### config.mk
export PLATFORM = sky130hd
export DESIGN_NAME = debounce_scan_ctrl
export DESIGN_NICKNAME = d
export VERILOG_FILES = /design/src/rtl/dbnc_pkg.sv /design/src/rtl/btn_sync.sv /design/src/rtl/debounce_scan_ctrl.sv
export SDC_FILE = /design/constraint.sdc
export NUM_CORES = 1
export LEC_CHECK = 0
export CAP_MARGIN = 10
export CORE_MARGIN = 2
export CORE_UTILIZATION = 45
export DETAILED_ROUTE_END_ITERATION = 7
export GPL_ROUTABILITY_DRIVEN = 0
export GPL_TIMING_DRIVEN = 0
export PLACE_DENSITY = 0.66
export SLEW_MARGIN = 40
export SYNTH_ARGS = -nofsm -noshare
export SYNTH_HDL_FRONTEND = slang
export SYNTH_SLANG_ARGS = --single-unit
### constraint.sdc
create_clock -name ck -period 3.9 [get_ports ck]
set_input_delay 0.585 -clock ck [delete_from_list [all_inputs] [get_ports ck]]
set_output_delay 0.585 -clock ck [all_outputs]
set_load 0.1 [all_outputs]
### src/rtl/dbnc_pkg.sv
// Shared definitions for the time-shared button debouncer: FSM encoding and defaults.
package dbnc_pkg;

    typedef enum logic [1:0] {
        ST_SCAN   = 2'd0,
        ST_SETTLE = 2'd1,
        ST_REPORT = 2'd2
    } dbnc_state_e;

    localparam int DEFAULT_N_BTN         = 4;
    localparam int DEFAULT_STABLE_CYCLES = 8;

endpackage

### src/rtl/btn_sync.sv
// Two-flop synchroniser for one raw button level, cleared by the synchronous reset.
module btn_sync (
    input  logic ck,
    input  logic reset,
    input  logic d,
    output logic q
);

    logic meta_r;
    logic sync_r;

    // Double-register the asynchronous input into the ck domain
    always_ff @(posedge ck) begin
        if (reset) begin
            meta_r <= 1'b0;
            sync_r <= 1'b0;
        end else begin
            meta_r <= d;
            sync_r <= meta_r;
        end
    end

    assign q = sync_r;

endmodule

### src/rtl/debounce_scan_ctrl.sv
// Round-robin debouncer: one settle counter shared by all buttons, confirmed
// presses produce a single-clock push pulse.
module debounce_scan_ctrl #(
    parameter int N_BTN         = dbnc_pkg::DEFAULT_N_BTN,
    parameter int STABLE_CYCLES = dbnc_pkg::DEFAULT_STABLE_CYCLES
) (
    input  logic             ck,
    input  logic             reset,
    input  logic [N_BTN-1:0] button,
    output logic [N_BTN-1:0] push,
    output logic [N_BTN-1:0] level,
    output logic             busy
);

    import dbnc_pkg::*;

    localparam int CNT_W = $clog2(STABLE_CYCLES + 1);
    localparam int PTR_W = (N_BTN > 1) ? $clog2(N_BTN) : 1;
    localparam logic [CNT_W-1:0] CNT_LAST = CNT_W'(STABLE_CYCLES - 1);

    logic [N_BTN-1:0] bsync_s;
    logic [N_BTN-1:0] mismatch_s;
    logic [PTR_W-1:0] pick_s;

    dbnc_state_e      state_r;
    logic [PTR_W-1:0] ptr_r;
    logic [PTR_W-1:0] sel_r;
    logic             cand_r;
    logic [CNT_W-1:0] cnt_r;
    logic [N_BTN-1:0] level_r;
    logic [N_BTN-1:0] push_r;

    // First mismatching index, searching ptr, ptr+1, ... with wrap
    function automatic logic [PTR_W-1:0] rr_pick(input logic [N_BTN-1:0] m,
                                                 input logic [PTR_W-1:0] p);
        logic [PTR_W-1:0] r;
        logic             found;
        int               idx;
        r     = p;
        found = 1'b0;
        for (int i = 0; i < N_BTN; i++) begin
            idx = (int'(p) + i) % N_BTN;
            if (!found && m[idx]) begin
                r     = PTR_W'(idx);
                found = 1'b1;
            end else begin
                found = found;
            end
        end
        return r;
    endfunction

    function automatic logic [PTR_W-1:0] next_idx(input logic [PTR_W-1:0] i);
        logic [PTR_W-1:0] r;
        if (int'(i) >= N_BTN - 1) begin
            r = '0;
        end else begin
            r = i + PTR_W'(1);
        end
        return r;
    endfunction

    for (genvar g = 0; g < N_BTN; g++) begin : g_sync
        btn_sync u_sync (
            .ck    (ck),
            .reset (reset),
            .d     (button[g]),
            .q     (bsync_s[g])
        );
    end

    assign mismatch_s = bsync_s ^ level_r;
    assign pick_s     = rr_pick(mismatch_s, ptr_r);

    // Scan / settle / report FSM with the shared counter and registered outputs
    always_ff @(posedge ck) begin
        if (reset) begin
            state_r <= ST_SCAN;
            ptr_r   <= '0;
            sel_r   <= '0;
            cand_r  <= 1'b0;
            cnt_r   <= '0;
            level_r <= '0;
            push_r  <= '0;
        end else begin
            push_r <= '0;
            case (state_r)
                ST_SCAN: begin
                    if (mismatch_s != '0) begin
                        sel_r   <= pick_s;
                        cand_r  <= bsync_s[pick_s];
                        cnt_r   <= '0;
                        state_r <= ST_SETTLE;
                    end
                end
                ST_SETTLE: begin
                    // Advancing ptr on abort keeps a bouncing button from starving the rest
                    if (bsync_s[sel_r] != cand_r) begin
                        ptr_r   <= next_idx(sel_r);
                        state_r <= ST_SCAN;
                    end else if (cnt_r == CNT_LAST) begin
                        state_r <= ST_REPORT;
                    end else begin
                        cnt_r <= cnt_r + CNT_W'(1);
                    end
                end
                ST_REPORT: begin
                    level_r[sel_r] <= cand_r;
                    push_r[sel_r]  <= cand_r;
                    ptr_r          <= next_idx(sel_r);
                    state_r        <= ST_SCAN;
                end
                default: begin
                    state_r <= ST_SCAN;
                end
            endcase
        end
    end

    assign push  = push_r;
    assign level = level_r;
    assign busy  = (state_r != ST_SCAN);

endmodule

# Yosys cells after proc, flatten, opt, wreduce, memory -nomap -nowiden
# Cells that the tools add are included.
# classes
n_eq_ne	9
n_mux	35
order_cmp	8
bitwise_logic	6
n_reduce_logical	20
addsub	5
# op_table
cell	n
2-bit two-way mux	8
1-bit two-way mux	13
1-bit binary-select mux with 2-bit select	6
3-bit by 4-bit < comparator with 1-bit output, second input constant	3
4-bit two-way mux	3
2-bit by 3-bit < comparator with 1-bit output, second input constant	3
2-bit inequality test, second input constant	4
2-bit case mux with 2 select lines	2
4-bit case mux with 2 select lines	1
2-bit OR reduction	4
2-bit AND reduction	3
2-bit nonzero test	3
2-bit by 1-bit adder with 2-bit output, second input constant	2
2-bit adder, second input constant	2
4-bit by 1-bit adder with 4-bit output, second input constant	1
4-bit AND	1
4-bit bitwise mux	1
4-bit by 3-bit == test with 1-bit output, second input constant	1
1-bit logical AND	4
4-bit AND reduction	1
4-bit nonzero test	1
4-bit bitwise XOR	1
1-bit AND, first input constant	3
1-bit zero test	3
other kinds (9)	9
# totals
output_inout_bits	9
inputBits	6
word_cells	98
regBits	27

# Logic depth before layout (Yosys ltp)
# depth
depth_word	16
depth_mapped	5
ltp_nobuf	5

# Modules after synthesis
# From an unflattened synthesis, not the netlist that was laid out.
# hier_totals
cells_unflattened	128
area_unflattened_um2	1233.7
# modules_own_cells
mod	cells_per_inst	seq_area_each_um2	area_per_inst_um2	instances
debounce_scan_ctrl	112	380.4	1023.5	1
btn_sync	4	40.0	52.6	4

# Worst setup path after synthesis
# OpenSTA, ideal clock, no wires.
# synth_path
path_type	flip-flop to flip-flop
from	reg level_r[0], in the netlist level[0]
to	reg cand_r
path_stages_with_launch	6
synth_period_minus_slack_ps	2425
path_slack_ps	1475
path_buffers	0
setup_time_ps	122
required_ps	3778
arrival_ps	2303
path_cell_list	dfxtp_1 > xnor2_1 > nand3_1 > a32oi_1 > mux2_2 > a221o_1
# synth_via
elab_chain_cells	15
elab_cells_between_ends	28
cone_classes	mux: 19; bitwise: 1; reduce/logical: 8
# synth_lines
element	line_no	rtl
start: declaration	debounce_scan_ctrl.sv:30	logic [N_BTN-1:0] level_r;
start signal: indexed assignment	debounce_scan_ctrl.sv:108	level_r[sel_r] <= cand_r;
4-bit bitwise XOR *	debounce_scan_ctrl.sv:72	assign mismatch_s = bsync_s ^ level_r;
1-bit binary-select mux with 2-bit select	debounce_scan_ctrl.sv:43	if (!found && m[idx]) begin
1-bit two-way mux (not written as such)	debounce_scan_ctrl.sv:43	
1-bit two-way mux	debounce_scan_ctrl.sv:43	
1-bit zero test	debounce_scan_ctrl.sv:43	
1-bit logical AND	debounce_scan_ctrl.sv:43	
1-bit two-way mux	debounce_scan_ctrl.sv:43	
1-bit zero test	debounce_scan_ctrl.sv:43	
1-bit logical AND	debounce_scan_ctrl.sv:43	
1-bit two-way mux	debounce_scan_ctrl.sv:43	
1-bit zero test	debounce_scan_ctrl.sv:43	
1-bit logical AND	debounce_scan_ctrl.sv:43	
2-bit two-way mux	debounce_scan_ctrl.sv:43	
1-bit binary-select mux with 2-bit select	debounce_scan_ctrl.sv:91	cand_r <= bsync_s[pick_s];
1-bit two-way mux (not written as such)	debounce_scan_ctrl.sv:91	
end signal: assignment	debounce_scan_ctrl.sv:91	
end: declaration	debounce_scan_ctrl.sv:28	logic cand_r;
# Every way passes the cells marked *; elsewhere a longest branch is shown, timed or not. The select of a mux whose other input is x is not followed.
# A chain may end at the register's enable or synchronous reset.

# Worst setup path in the final report
# layout_path
from	reg level_r[1], in the netlist level[1]
to	reg cand_r
# Same word-level chain as after synthesis.

==> impl_results.md <==
- Outcome: finished, final reports clean
- Final setup vio count: 0
- Initial antenna violation count: 0
- Vias in the first global route: 852
- H-tree depth: 1
- Levels on crit path: 5
- Routed vias: 922
- Syn Nets: 139
- Hpwl dp: 1770 µm
- Pleak: 0.558 nW
- Final Instance Area: 1380 µm²
- Area post-placement: 1350 µm²
- Worst hold path type: register to register
- Io pins: 15
- Synth area leader: dfxtp_1
- Max stage delay on crit path: 0.42 ns
- Fillers: 250
- Clock transition at path regs: 0.14 ns
- Via density: 5.24
- Fin crit period: 2.12 ns
- Register area: 541 µm²
- Cell Pwr Density: 348 nW/µm²
- Port Buffers: 14
- WL/cell: 13.3 µm
- Yosys cell types: 35
- Reg2reg setup slack: 1.78 ns
- 1st-iter DRT viols: 22
- Synthesized cell area: 1220 µm²
- Die area: 3150 µm²
- CP required: 4.13 ns
- Hold_sp: g_sync[1].u_sync.meta_r
- Gr usage total: 15.3%
- CP Buf/Inv Count: 0
- Layout Area Growth over Synthesis: 13.0%
- Worst path cell trace: xnor2_1, o21ai_0, a32oi_1, mux2_2, a221o_1
- Final Skew: 0.00357 ns
- DRT Wirelength: 2330 µm
- Die W: 56.1 µm
- Initial core utilization: 48.4%
- Drt pass-1 iters: 4
- Grt ovf: 0
- N_diodes: 0
- First-pass GRT wire length: 3830 µm
- Postcts setup bufs: 0
- Largest net degree at the start of global routing: 15
- Max Slew Vio Count: 0
- Worst Hold End: g_sync[1].u_sync.q
- Setup TNS: 0 ns
- Synth Register Bits: 27
- Die Ht: 56.1 µm
- Crit-path leading delay family: compound AO/OA/AOI/OAI gates
- Ys Warns: 0
- Crit path kind: register to register
- Core area: 2520 µm²
- Cts bufs inserted: 3
- CP arrival: 2.35 ns
- Reg2reg path depth: 5
- Share of layout cells above drive strength 1: 13.0%
- Multi-input gate area: 647 µm²
- Actual slew at the worst max-slew pin: 0.513 ns
- Core Rows: 18
- Fmax: 0.471 GHz
- Root Driver: clkbuf_4
- Number of routed nets with antenna violations: 0
- Mapped Cells: 128
- Endpoints failing hold: 0
- Max_slew headroom: 65.8%
- Tcrit/Tclk final: 54.4%
- Slowest CP cell: xnor2_1
- CP startpoint kind: register
- Critical R2R Launch: level[1]
- Skew-Pair Late Insertion Delay: 0.32 ns
- Hold depth: 1
- Count of flip-flops with a built-in enable after synthesis: 0
- Worst vdd ir: 267 µV
- MaxCap Viol Count: 0
- Worst Path Max Fanout: 5
- CTS tree: yes
- Final Power: 480 µW
- Cts hold-fix bufs: 0
- RSZ-0062 raised after global routing: no
- Register area share after synthesis: 44.3%
- Yosys top cell area share: 44.3%
- Post-synthesis async set-or-reset flop share: 0%
- Sink Count: 27
- Most used flip-flop cell after synthesis: dfxtp_1
- Top cells by area, synth: dfxtp_1 44%, ha_1 5.1%, nor2b_1 5.1%, nand2_1 3.4%, a21oi_1 3.3%
- Max clock buf depth: 2
- Remaining DRCs: 0
- Synth Area per Inst: 9.54 µm²
- R2R Path End: cand_r
- CP endpoint kind: register
- NumNets Final: 158
- CTS resizes: 0
[cell usage in the layout, fill, tap and decap left out, drive strengths merged]
cell type,instances
a211oi,1
a21oi,8
a221o,1
a22oi,1
a32oi,1
a41o,1
and2,5
and2b,1
and3,3
and4,1
buf,9
clkbuf,7
clkdlybuf4s50,5
dfxtp,27
ha,5
inv,6
mux2,2
mux2i,4
mux4,1
nand2,11
nand3,8
nand3b,1
nand4,1
nor2,8
nor2b,10
nor3,1
o21a,1
o21ai,4
o21bai,1
o22ai,1
o2bb2ai,1
or2,1
or3,1
xnor2,5
xor2,2
[per-stage QoR]
step | worst slack (ns) | util [%] | instances | hold WS (ns)
after floorplan | 1.47 | - | 128 | 0.414
after global placement | 1.72 | 55.5 | 172 | 0.418
after detailed placement | 1.72 | 53.7 | 172 | 0.427
after CTS | 1.80 | 54.7 | 176 | 0.458
after global routing | 1.64 | 54.7 | 176 | 0.471
final | 1.78 | 54.7 | 176 | 0.455
[per-layer routing]
layer	part of all wire, %	GRT usage [%]	vias to the layer above	wire [µm]
met2	45	23.2	22	1050
li1	-	-	477	-
met3	4.7	3.02	4	109
met5	0	0	-	0
met4	1.3	6.46	0	30
met1	49	21.3	419	1140
[worst reg2reg max path, delay by kind of cell (launching register included)]
| kind | cells | cell delay (ns) |
|---|---|---|
| xor+xnor | 1 | 0.42 |
| compound gates | 3 | 0.87 |
| flops | 1 | 0.36 |
| mux | 1 | 0.38 |
[Yosys cell counts, types with 3 or more instances]
cell / count
inv_1: 6
nor2_1: 8
and3_1: 3
clkbuf_1: 3
dfxtp_1: 27
mux2i_1: 4
nand3_1: 7
nand2_1: 11
and2_1: 5
nor2b_1: 10
a21oi_1: 8
xnor2_1: 4
ha_1: 5
o21ai_0: 4
[flip-flops by register name, summed over array words and instances, names as in the netlist]
| name | cells |
|---|---|
| cnt_r | 4 |
| g_sync.u_sync.q | 4 |
| cand_r | 1 |
| push | 4 |
| level | 4 |
| sel_r | 2 |
| g_sync.u_sync.meta_r | 4 |
| ptr_r | 2 |
| state_r | 2 |
[power breakdown]
part / internal [mW] / switching, mW / leakage (nW) / total, mW
logic: 0.0283 / 0.0400 / 0.323 / 0.0684
clock network: 0.0400 / 0.0792 / 0.0150 / 0.119
registers: 0.285 / 0.00782 / 0.220 / 0.292
total: 0.353 / 0.127 / 0.558 / 0.480
[cell type report]
cell class / instances / area share [%]
Buffer: 3 / 0.816
Clock buffer: 4 / 1.90
Inverter: 6 / 1.63
Multi-Input combinational cell: 92 / 46.9
Sequential cell: 27 / 39.2
Tap cell: 30 / 2.72
Timing Repair Buffer: 14 / 6.89
[logic make-up after synthesis]
family	count (synthesis)	share of synthesized area [%]
xor gates and xnor gates	7	6.56
and+or+nand+nor	52	23.4
buffers and inverters	9	2.77
DFF	27	44.3
muxes	7	6.97
adders and majority gates	5	5.12
AOI/OAI and AO/OA	21	11.0
[how the worst max path moves through the flow]
| stage | from | end | slack [ns] |
|---|---|---|---|
| final | level[1] | cand_r | 1.78 |
| after global routing | level[0] | cand_r | 1.64 |
| after CTS | level[0] | cand_r | 1.80 |
| after detailed placement | reset | ptr_r[0] | 1.72 |
| after global placement | reset | sel_r[1] | 1.72 |
| after floorplan | level[0] | cand_r | 1.47 |
No activity file was read; power rests on OpenSTA's default activity.
